### config.mk
export PLATFORM = sky130hd
export DESIGN_NAME = dwc_upconv_wr_cmd_split
export DESIGN_NICKNAME = d
export VERILOG_FILES = /design/src/rtl/dwc_upconv_wr_cmd_split.sv
export SDC_FILE = /design/constraint.sdc
export NUM_CORES = 1
export LEC_CHECK = 0
export BUFFER_PORTS_ARGS = -buffer_cell sky130_fd_sc_hd__buf_2
export CORE_ASPECT_RATIO = 0.9
export CORE_UTILIZATION = 40
export CTS_BUF_LIST = sky130_fd_sc_hd__clkbuf_2
export DETAILED_ROUTE_END_ITERATION = 10
export PLACE_DENSITY = 0.66
export RECOVER_POWER = 100
export SLEW_MARGIN = 10
export SYNTH_ARGS = -nofsm -noshare
export SYNTH_HDL_FRONTEND = slang
export SYNTH_SLANG_ARGS = --single-unit
### constraint.sdc
create_clock -name clk -period 10.15 [get_ports clk]
set_input_delay 3.045 -clock clk [delete_from_list [all_inputs] [get_ports clk]]
set_output_delay 3.045 -clock clk [all_outputs]
set_load 0.1 [all_outputs]
### src/rtl/dwc_upconv_wr_cmd_split.sv
// ---------------------------------------------------------------------------
// dwc_upconv_wr_cmd_split
//
// Sits directly behind the up-converter A-channel pre-calc register slice.
// Each accepted master AW/AR command is turned into one or two entries for
// the up-converter command FIFO, expressed in slave (DATA_WIDTH_OUT) beats.
// Unaligned WRAP bursts (wrap_tx_pre=1) are split into two INCR pieces at
// the wrap boundary; every other command yields a single entry.
//
// Ports
//   clk, rst                 single clock, synchronous active-high reset
//   MASTER_A*                command handshake and fields from pre-calc stage
//   *_pre                    pre-calculated split/length helpers
//   cmd_fifo_full            FIFO cannot accept a write this cycle
//   cmd_wr_en                FIFO write strobe
//   cmd_*                    FIFO entry fields (all zero while idle)
// ---------------------------------------------------------------------------
module dwc_upconv_wr_cmd_split #(
  parameter int DATA_WIDTH_OUT = 32,
  parameter int ADDR_WIDTH     = 32,
  parameter int ID_WIDTH       = 4,
  parameter int SIDE_WIDTH     = 22
) (
  input  logic                  clk,
  input  logic                  rst,
  // command from pre-calc stage
  input  logic                  MASTER_AVALID_in,
  output logic                  MASTER_AREADY_out,
  input  logic [ADDR_WIDTH-1:0] MASTER_AADDR_in,
  input  logic [7:0]            MASTER_ALEN_in,
  input  logic [2:0]            MASTER_ASIZE_in,
  input  logic [1:0]            MASTER_ABURST_in,
  input  logic [ID_WIDTH-1:0]   MASTER_AID_in,
  input  logic [SIDE_WIDTH-1:0] MASTER_ASIDE_in,
  // pre-calculated fields
  input  logic [7:0]            alen_wrap_pre,
  input  logic [7:0]            alen_sec_wrap_pre,
  input  logic [4:0]            to_boundary_master_pre,
  input  logic [9:0]            mask_wrap_addr_pre,
  input  logic [2:0]            sizeDiff_pre,
  input  logic [5:0]            len_offset_pre,
  input  logic                  wrap_tx_pre,
  input  logic                  fixed_flag_comb_pre,
  // command FIFO write side
  input  logic                  cmd_fifo_full,
  output logic                  cmd_wr_en,
  output logic [ADDR_WIDTH-1:0] cmd_addr,
  output logic [7:0]            cmd_len,
  output logic [2:0]            cmd_size,
  output logic [1:0]            cmd_burst,
  output logic [7:0]            cmd_mst_len,
  output logic [5:0]            cmd_offset,
  output logic                  cmd_fixed,
  output logic                  cmd_last_piece,
  output logic [ID_WIDTH-1:0]   cmd_id,
  output logic [SIDE_WIDTH-1:0] cmd_side
);

  localparam logic [2:0] SLV_SIZE    = 3'($clog2(DATA_WIDTH_OUT / 8));
  localparam logic [1:0] BURST_FIXED = 2'b00;
  localparam logic [1:0] BURST_INCR  = 2'b01;

  typedef enum logic [1:0] {
    IDLE   = 2'd0,
    ISSUE1 = 2'd1,
    ISSUE2 = 2'd2
  } state_t;

  state_t state, state_nxt;

  // holding registers for the accepted command
  logic [ADDR_WIDTH-1:0] h_addr;
  logic [7:0]            h_alen;
  logic [2:0]            h_asize;
  logic [1:0]            h_burst;
  logic [ID_WIDTH-1:0]   h_id;
  logic [SIDE_WIDTH-1:0] h_side;
  logic [7:0]            h_alen_wrap;
  logic [7:0]            h_alen_sec;
  logic [4:0]            h_to_boundary;
  logic [9:0]            h_mask;
  logic [2:0]            h_size_diff;
  logic [5:0]            h_offset;
  logic                  h_wrap_tx;
  logic                  h_fixed;

  logic accept;
  logic written;
  logic split;

  logic [8:0]            len_sum;
  logic [ADDR_WIDTH-1:0] mask_ext;
  logic [ADDR_WIDTH-1:0] piece2_addr;
  logic [7:0]            piece1_mst_len;
  logic [7:0]            piece2_mst_len;

  assign MASTER_AREADY_out = (state == IDLE);
  assign accept            = MASTER_AVALID_in & MASTER_AREADY_out;
  assign cmd_wr_en         = (state != IDLE) & ~cmd_fifo_full;
  assign written           = cmd_wr_en;
  // FIXED bursts never split, even if the wrap flag were set upstream
  assign split             = h_wrap_tx & ~h_fixed;

  // ---------------------------------------------------------------------
  // state register and command holding registers
  // ---------------------------------------------------------------------
  always_ff @(posedge clk) begin
    if (rst) begin
      state         <= IDLE;
      h_addr        <= '0;
      h_alen        <= '0;
      h_asize       <= '0;
      h_burst       <= '0;
      h_id          <= '0;
      h_side        <= '0;
      h_alen_wrap   <= '0;
      h_alen_sec    <= '0;
      h_to_boundary <= '0;
      h_mask        <= '0;
      h_size_diff   <= '0;
      h_offset      <= '0;
      h_wrap_tx     <= 1'b0;
      h_fixed       <= 1'b0;
    end else begin
      state <= state_nxt;
      if (accept) begin
        h_addr        <= MASTER_AADDR_in;
        h_alen        <= MASTER_ALEN_in;
        h_asize       <= MASTER_ASIZE_in;
        h_burst       <= MASTER_ABURST_in;
        h_id          <= MASTER_AID_in;
        h_side        <= MASTER_ASIDE_in;
        h_alen_wrap   <= alen_wrap_pre;
        h_alen_sec    <= alen_sec_wrap_pre;
        h_to_boundary <= to_boundary_master_pre;
        h_mask        <= mask_wrap_addr_pre;
        h_size_diff   <= sizeDiff_pre;
        h_offset      <= len_offset_pre;
        h_wrap_tx     <= wrap_tx_pre;
        h_fixed       <= fixed_flag_comb_pre;
      end
    end
  end

  // ---------------------------------------------------------------------
  // next-state logic
  // ---------------------------------------------------------------------
  always_comb begin
    state_nxt = state;
    case (state)
      IDLE:    if (accept)  state_nxt = ISSUE1;
      ISSUE1:  if (written) state_nxt = split ? ISSUE2 : IDLE;
      ISSUE2:  if (written) state_nxt = IDLE;
      default: state_nxt = IDLE;
    endcase
  end

  // ---------------------------------------------------------------------
  // per-piece field arithmetic
  // ---------------------------------------------------------------------
  always_comb begin
    len_sum        = {1'b0, h_alen} + {3'b000, h_offset};
    mask_ext       = '0;
    mask_ext[9:0]  = h_mask;
    // second piece restarts at the bottom of the wrap container
    piece2_addr    = h_addr & ~mask_ext;
    piece1_mst_len = {3'b000, h_to_boundary} - 8'd1;
    piece2_mst_len = h_alen - {3'b000, h_to_boundary};
  end

  // ---------------------------------------------------------------------
  // FIFO entry; forced to zero while idle so stale commands never leak
  // ---------------------------------------------------------------------
  always_comb begin
    cmd_addr       = '0;
    cmd_len        = '0;
    cmd_size       = '0;
    cmd_burst      = '0;
    cmd_mst_len    = '0;
    cmd_offset     = '0;
    cmd_fixed      = 1'b0;
    cmd_last_piece = 1'b0;
    cmd_id         = '0;
    cmd_side       = '0;
    if (state != IDLE) begin
      cmd_id   = h_id;
      cmd_side = h_side;
      if (h_fixed) begin
        cmd_addr       = h_addr;
        cmd_len        = h_alen;
        cmd_size       = h_asize;
        cmd_burst      = BURST_FIXED;
        cmd_mst_len    = h_alen;
        cmd_offset     = h_offset;
        cmd_fixed      = 1'b1;
        cmd_last_piece = 1'b1;
      end else if (split && state == ISSUE1) begin
        cmd_addr       = h_addr;
        cmd_len        = h_alen_wrap;
        cmd_size       = SLV_SIZE;
        cmd_burst      = BURST_INCR;
        cmd_mst_len    = piece1_mst_len;
        cmd_offset     = h_offset;
        cmd_last_piece = 1'b0;
      end else if (state == ISSUE2) begin
        cmd_addr       = piece2_addr;
        cmd_len        = h_alen_sec;
        cmd_size       = SLV_SIZE;
        cmd_burst      = BURST_INCR;
        cmd_mst_len    = piece2_mst_len;
        cmd_offset     = '0;
        cmd_last_piece = 1'b1;
      end else begin
        cmd_addr       = h_addr;
        cmd_len        = 8'(len_sum >> h_size_diff);
        cmd_size       = SLV_SIZE;
        cmd_burst      = h_burst;
        cmd_mst_len    = h_alen;
        cmd_offset     = h_offset;
        cmd_last_piece = 1'b1;
      end
    end
  end

endmodule

==> results by group, run 1 <==
Status
  • Outcome: complete, but fails checks
  • Failing checks: max-capacitance violations, max-slew violations

Cells and area
  • Layout overhead on the synthesized area: 19.6%
  • Footprint of the multi-input gates: 0.00329 mm2
  • Fin nets: 1128
  • Fillcell total: around 1600
  • Total area of sequential cells: 0.00230 mm2
  • Layout cell share with drive strength beyond 1: between 15 and 20%
  • Non-Filler Instances: 1203

Placed design
  • Pre-CTS setup slack: about 3.4 ns
  • DP HPWL: around 12000 um
  • Inst Count DP: 1171
  • PortBufs: between 200 and 250
  • Gp weighted congestion: 0.947

Synthesis
  • Post-synth top cells: nand2_1, a21oi_1, dfxtp_1
  • Top cell type's share of synthesized area: 38.9%
  • FFs w/ async S/R, synth: 0%
  • Synth Cell Area: 0.00592 mm2
  • Synth area leaders: dfxtp_1, nand2_1, a21oi_1
  • Most used flip-flop cell after synthesis: dfxtp_1
  • Syn_nets: a little under 1000
  • Yosys Warn Count: 0
  • FF+latch count, synth: around 120
  • Cell count after synthesis: about 830
  • Seq/Total Area, Yosys: between 30% and 40%
  • EDFF count, synth: 0
  • Distinct cells, synth: 53
  • Most frequent cell after synthesis: nand2_1
  • Cell taking the most area after synthesis: dfxtp_1
  • Syn avg cell area: 7.11 um2

Critical path
  • Startpoint types: register
  • Cell breakdown of the critical path: or2_0 > buf_4 > inv_2 > a211oi_1 > nand3_1 > o21ai_1 > clkbuf_1
  • CP max FO: 36
  • Critical path type: register to output pin
  • Slowest-stage cell, CP: or2_0
  • Top delay family on crit path: buffers and inverters
  • Worst EP arrival: 4.63 ns
  • Critical path data required time: 7.11 ns
  • Worst path bufs/invs: 3
  • Worst path max stage delay: 1.12 ns
  • Critical path capture point type: output pin
  • R2R Setup Slk: between 3 and 4 ns

STA
  • Worst clock skew: approximately 0.03 ns
  • Fmax: 130 MHz
  • RSZ-0062 raised after global routing: no
  • Fin Setup TNS: 0 ns
  • Fin crit share: about 76%
  • Finish-stage setup viols: 0
  • Slew @ Worst Pin: about 4.1 ns
  • Hold Slack: roughly 0.46 ns
  • Post-layout worst setup margin: 2.48 ns
  • Pins Over Slew Limit: 210
  • Endpoints failing hold: 0
  • Min Tclk post-route: 7.67 ns
  • Slew HR: -176%

Route
  • Final ANT Viol Nets: 0
  • Iter 0 DRT Violations: 327
  • Via density: 5.03
  • Per-cell routed wire length: between 10 and 15 um
  • DRT Pass-1 Iters: 5
  • Routed vias: 6053
  • Routed wire length: ~17000 um
  • Final routed DRC violation total: 0

Clock tree
  • Hold_buf cts: 0
  • CTS tree: built
  • CTS sink cnt: 115
  • Worst skew pair latency: about 0.65 ns
  • Setup Fix Bufs, Post-CTS: 0
  • CTS buffer count: 17
  • Worst-path clk slew: 0.16 ns
  • CTS root buffer: clkbuf_2
  • Post-cts resize count: 0
  • H-tree levels: 4
  • Clock Path Buffers: 2

Die
  • Die Y-Extent: ~120 um
  • Site Rows: 41
  • Core ar.: 0.0142 mm2
  • # IOs: 206
  • Initial Util: 41.7%
  • Chip width: approximately 130 um
  • Die area: 0.0153 mm2

Pwr
  • Maximum VDD drop: 0.0941 mV
  • Seq pwr share: 47.0%
  • Leak pwr: between 2 and 3 nW
  • Logic pwr share: 24.4%
  • Total power: 1.06 mW
  • Clk pwr share: roughly 29%
  • PwrDens: 150 mW/mm2
  • Pint: 683 uW
  • Switching Fraction: 35.7%
  • Sw power: about 380 uW

Global route
  • GRT Util Overall: 23.0%
  • Grt total ovfl: 0
  • GRT met2 Usage: a little under two fifths
  • Global route hottest layer: met2
  • First-pass GRT wire length: 27600 um
  • Met1 GRT Util: between 20% and 30%
  • Vias in the first global route: about 5500
  • Largest net degree at the start of global routing: 94
  • GRT met3 Usage: 7.48%
  • Initial antenna violation count: 5

Hold path
  • Worst hold path class: register to register

Run
  • Maxcap violations: 3
[state kept, by name, indices dropped and copies added, names as in the netlist]
register and cells:
h_addr 32, h_side 22, h_mask 10, h_alen 8
h_alen_sec 8, h_alen_wrap 8, h_offset 6, h_to_boundary 5
h_id 4, h_asize 3, h_size_diff 3, h_burst 2
state 2, h_fixed 1, h_wrap_tx 1
[layout make-up]
type                       instances  share of cell area, %
antenna                            2                 0.0707
timing repair buffer             210                   13.3
clock inverter                    12                   2.00
inverter                          17                  0.901
multi-input combinational        636                   46.5
tap                              193                   3.41
sequential                       115                   32.5
clock buffer                      18                   1.27
[worst reg2reg max path, stage by stage, from the launching register on]
cell and delay, ns:
dfxtp_1 0.59, or2_0 1.12, buf_4 0.49, inv_2 0.22
nand2_1 1.25, clkbuf_1 2.05, nand2_1 0.21, a21oi_1 0.24
[cell usage in the layout, fill, tap and decap left out, types with 3 or more instances in the layout]
master     instances
clkinv_1           3
xnor2_1            7
clkbuf_1          91
clkbuf_2          18
nand2_1          254
dfxtp_1          115
and2_1            53
a21boi_0           3
buf_2            116
and3_1             5
a21o_1             4
o21ai_1            3
nor3b_1            3
ha_1              12
o21ai_0           16
o31ai_1            8
nor2b_1           11
inv_1             16
nand2b_1           4
nor3_1            12
nand3_1            9
o22ai_1            4
a21oi_1          155
a211oi_1           9
nor2_1            23
clkinv_2           3
bufinv_16          3
a211o_1            4
buf_4              3
[metrics by stage]
| step | util, % | cell area [um2] |
|---|---|---|
| after floorplan | - | 5920 |
| after global placement | 49.1 | 6970 |
| after detailed placement | 49.1 | 6970 |
| after CTS | 50.7 | 7200 |
| after global routing | 49.8 | 7080 |
| final | 49.8 | 7080 |
[worst paths after layout]
path	startpoint	end	cells past startpoint
worst min register to register	h_addr[23]	h_addr[23]	2
worst max register to register	state[0]	h_size_diff[1]	7
worst min-delay path	h_addr[23]	h_addr[23]	2
worst max-delay path	state[0]	cmd_len[0]	7
[metal layers]
metal  vias to the layer above  share of wire, %
li1                       3103                 -
met1                      2752                43
met2                       179                48
met3                        15               7.6
met4                         4              0.85
met5                         -              0.15
[power groups by stage]
stage	clock network [mW]	registers (mW)	logic [mW]
after detailed placement	0	0.510	0.262
after global routing	0.336	0.505	0.282
after floorplan	0	0.500	0.207
after global placement	0	0.509	0.260
final	0.304	0.500	0.259
after CTS	0.314	0.500	0.262
[kinds of logic after synthesis]
kind of cell / synth area share [%]
mux: 0.338
buf+inv: 5.56
fa+ha+maj: 3.21
xor+xnor: 1.18
simple gates: 28.8
compound gates: 22.0
flops: 38.9
No activity file was read; power rests on OpenSTA's default activity.
==> inputs of run 2 (changes only) <==
--- a/config.mk
+++ b/config.mk
@@ -10,7 +10,7 @@
 export CORE_UTILIZATION = 40
 export CTS_BUF_LIST = sky130_fd_sc_hd__clkbuf_2
 export DETAILED_ROUTE_END_ITERATION = 10
-export PLACE_DENSITY = 0.66
+export PLACE_DENSITY = 0.69
 export RECOVER_POWER = 100
 export SLEW_MARGIN = 10
 export SYNTH_ARGS = -nofsm -noshare
==> constraint.sdc (replaced) <==
create_clock -name clk -period 6.1 [get_ports clk]
set_input_delay 1.83 -clock clk [delete_from_list [all_inputs] [get_ports clk]]
set_output_delay 1.83 -clock clk [all_outputs]
set_load 0.1 [all_outputs]
==> run 2 against run 1 <==
The flow still finishes with violations (max-capacitance violations, max-slew violations). Sequential share of layout area decreased by 0.22 points. Final cell count about the same. Register-to-register slack lost 0.70 ns. Clock-buffer cell count decreased by 1. Clock skew decreased by 0.015 ns. Critical endpoint is now cmd_len[6]. Flip-flop and latch count unchanged. Combinational power increased by 67%. Routed wire length is 0.54% higher. Highest routed layer unchanged.
==> results by group, run 2 (synthesis gave the netlist of run 1 again) <==
Clock tree
  • CTS tree: built
  • Post-cts resize count: 0 (unchanged)
  • Worst skew pair latency: 0.67 ns (+0.02 ns)
  • CTS buffer count: 17 (unchanged)
  • H-tree levels: 4 (unchanged)
  • Clock Path Buffers: 2 (unchanged)
  • Setup Fix Bufs, Post-CTS: 0 (unchanged)
  • Worst-path clk slew: 0.16 ns (about the same)
  • CTS sink cnt: 115 (unchanged)
  • Hold_buf cts: 0 (unchanged)
  • CTS root buffer: clkbuf_2

Critical path
  • Top delay family on crit path: compound AO/OA/AOI/OAI gates
  • Critical path type: register to output pin
  • Critical path data required time: 4.27 ns (-2.84 ns)
  • Worst path max stage delay: 0.89 ns (-0.23 ns)
  • Slowest-stage cell, CP: clkbuf_1
  • Worst path bufs/invs: 1 (-2)
  • Startpoint types: register
  • Cell breakdown of the critical path: ha_1 > fa_1 > a21o_1 > a221oi_4 > a31o_1 > o21ai_0 > a21oi_1 > clkbuf_1
  • Worst EP arrival: 3.73 ns (-0.90 ns)
  • Critical path capture point type: output pin
  • CP max FO: 7 (-81%)
  • R2R Setup Slk: 3.18 ns (-0.70 ns)

Die
  • # IOs: 206 (unchanged)
  • Chip width: 130 um (unchanged)
  • Initial Util: 41.7% (unchanged)
  • Site Rows: 41 (unchanged)
  • Die Y-Extent: 117 um (unchanged)
  • Core ar.: 0.0142 mm2 (unchanged)
  • Die area: 0.0153 mm2 (unchanged)

Route
  • Routed wire length: 17300 um (+0.54%)
  • DR WL met3: 1420 um (+8.6%)
  • Final routed DRC violation total: 0 (unchanged)
  • WL met1: 7630 um (+1.8%)
  • Routed vias: 6163 (+1.8%)
  • Via density: 5.12 (+1.7%)
  • Iter 0 DRT Violations: 368 (+13%)
  • Per-cell routed wire length: 14.4 um (+0.46%)
  • Final ANT Viol Nets: 0 (unchanged)
  • DRT Pass-1 Iters: 5 (unchanged)
  • Routed wl met2: 8040 um (-2.9%)
  • Top Metal Used: met5

Placed design
  • PortBufs: 205 (unchanged)
  • Pre-CTS setup slack: 1.31 ns (-2.10 ns)
  • Gp weighted congestion: 0.927 (-2.2%)
  • DP HPWL: 12100 um (+0.33%)

Cells and area
  • Footprint of the multi-input gates: 0.00330 mm2 (+0.38%)
  • Layout cell share with drive strength beyond 1: 16.4% (+0.98 points)
  • Most frequent cells in the layout: nand2_1, a21oi_1, buf_2
  • Fillcell total: 1547 (-2.4%)
  • Largest register by flop count: h_addr
  • Total area of sequential cells: 0.00230 mm2 (unchanged)
  • Layout overhead on the synthesized area: 20.4%
  • Fin nets: 1128 (unchanged)
  • Max reg flops: 32 (unchanged)
  • Biggest regs: h_addr (32), h_side (22), h_mask (10)
  • Most common cell after layout, fill and taps aside: nand2_1

STA
  • Fmax: 180 MHz
  • Fin Setup TNS: 0 ns (unchanged)
  • Endpoints failing hold: 0 (unchanged)
  • Worst clock skew: 0.0144 ns (-0.0151 ns)
  • Pins Over Slew Limit: 118 (-44%)
  • RSZ-0062 raised after global routing: no
  • Finish-stage setup viols: 0 (unchanged)
  • Fin crit share: 91.1%
  • Slew @ Worst Pin: 2.98 ns (-1.16 ns)
  • Slew HR: -98.9% (+77 points)
  • Min Tclk post-route: 5.56 ns
  • Post-layout worst setup margin: 0.542 ns (-1.93 ns)
  • Hold Slack: 0.460 ns (-0.00128 ns)

Status
  • Outcome: complete, but fails checks
  • Failing checks: max-capacitance violations, max-slew violations

Pwr
  • Leak pwr: 2.95 nW (+1.6%)
  • PwrDens: 254 mW/mm2 (+69%)
  • Maximum VDD drop: 0.132 mV (+40%)

Global route
  • Largest net degree at the start of global routing: 89 (-5.3%)
  • First-pass GRT wire length: 27000 um (-1.8%)
  • Vias in the first global route: 5468 (-0.78%)
  • Grt total ovfl: 0 (unchanged)
  • GRT Util Overall: 22.7% (-0.32 points)
  • Initial antenna violation count: 3 (-2)

Hold path
  • Worst hold path class: register to register

Run
  • Maxcap violations: 2 (-1)
## run 2: cell count changes in the layout (fill, tap and decap cells not counted), sizes merged
cell,delta
buf,+3
bufinv,+1
clkbuf,-4
clkinv,+1
## run 2: report_power, final
part           switching (mW)  leakage, nW  internal, mW
Clock                   0.286        0.149         0.258
Combinational           0.313         1.86         0.120
Sequential             0.0356        0.945         0.797
Total                   0.635         2.95          1.17
## run 2: area by class of cell
class                           instances  area share [%]
Sequential cell                       115            32.3
Antenna cell                            2          0.0702
Multi-Input combinational cell        636            46.3
Clock buffer                           17            1.19
Timing Repair Buffer                  210            13.4
Inverter                               17           0.895
Tap cell                              193            3.39
Clock inverter                         14            2.37
## run 2: path summary, 6_finish.rpt
path                   from    endpoint  cells past startpoint
setup / recovery  h_alen[0]  cmd_len[6]                      8
hold reg to reg     h_id[1]     h_id[1]                      2
setup reg to reg   state[0]  h_asize[1]                      6
hold / removal      h_id[1]     h_id[1]                      2
## run 2: stage by stage
step,total power [mW],std cells,area [um2],util (%)
floorplan,1.18,833,5930,-
global placement,1.28,1171,6980,49.1
detailed placement,1.28,1171,6980,49.1
CTS,1.83,1202,7230,50.9
global route,1.91,1203,7130,50.2
finish,1.81,1204,7130,50.2
## run 2: tightest hold or removal path: stages, from the launching register on
cell and delay [ns]:
dfxtp_1 0.34, nand2_1 0.05, a21oi_1 0.05
## run 2: per-layer routing
layer	track usage, %	vias to the layer above
li1	-	3119
met1	30.0	2804
met2	35.0	210
met3	7.21	26
met4	6.54	4
met5	0	-
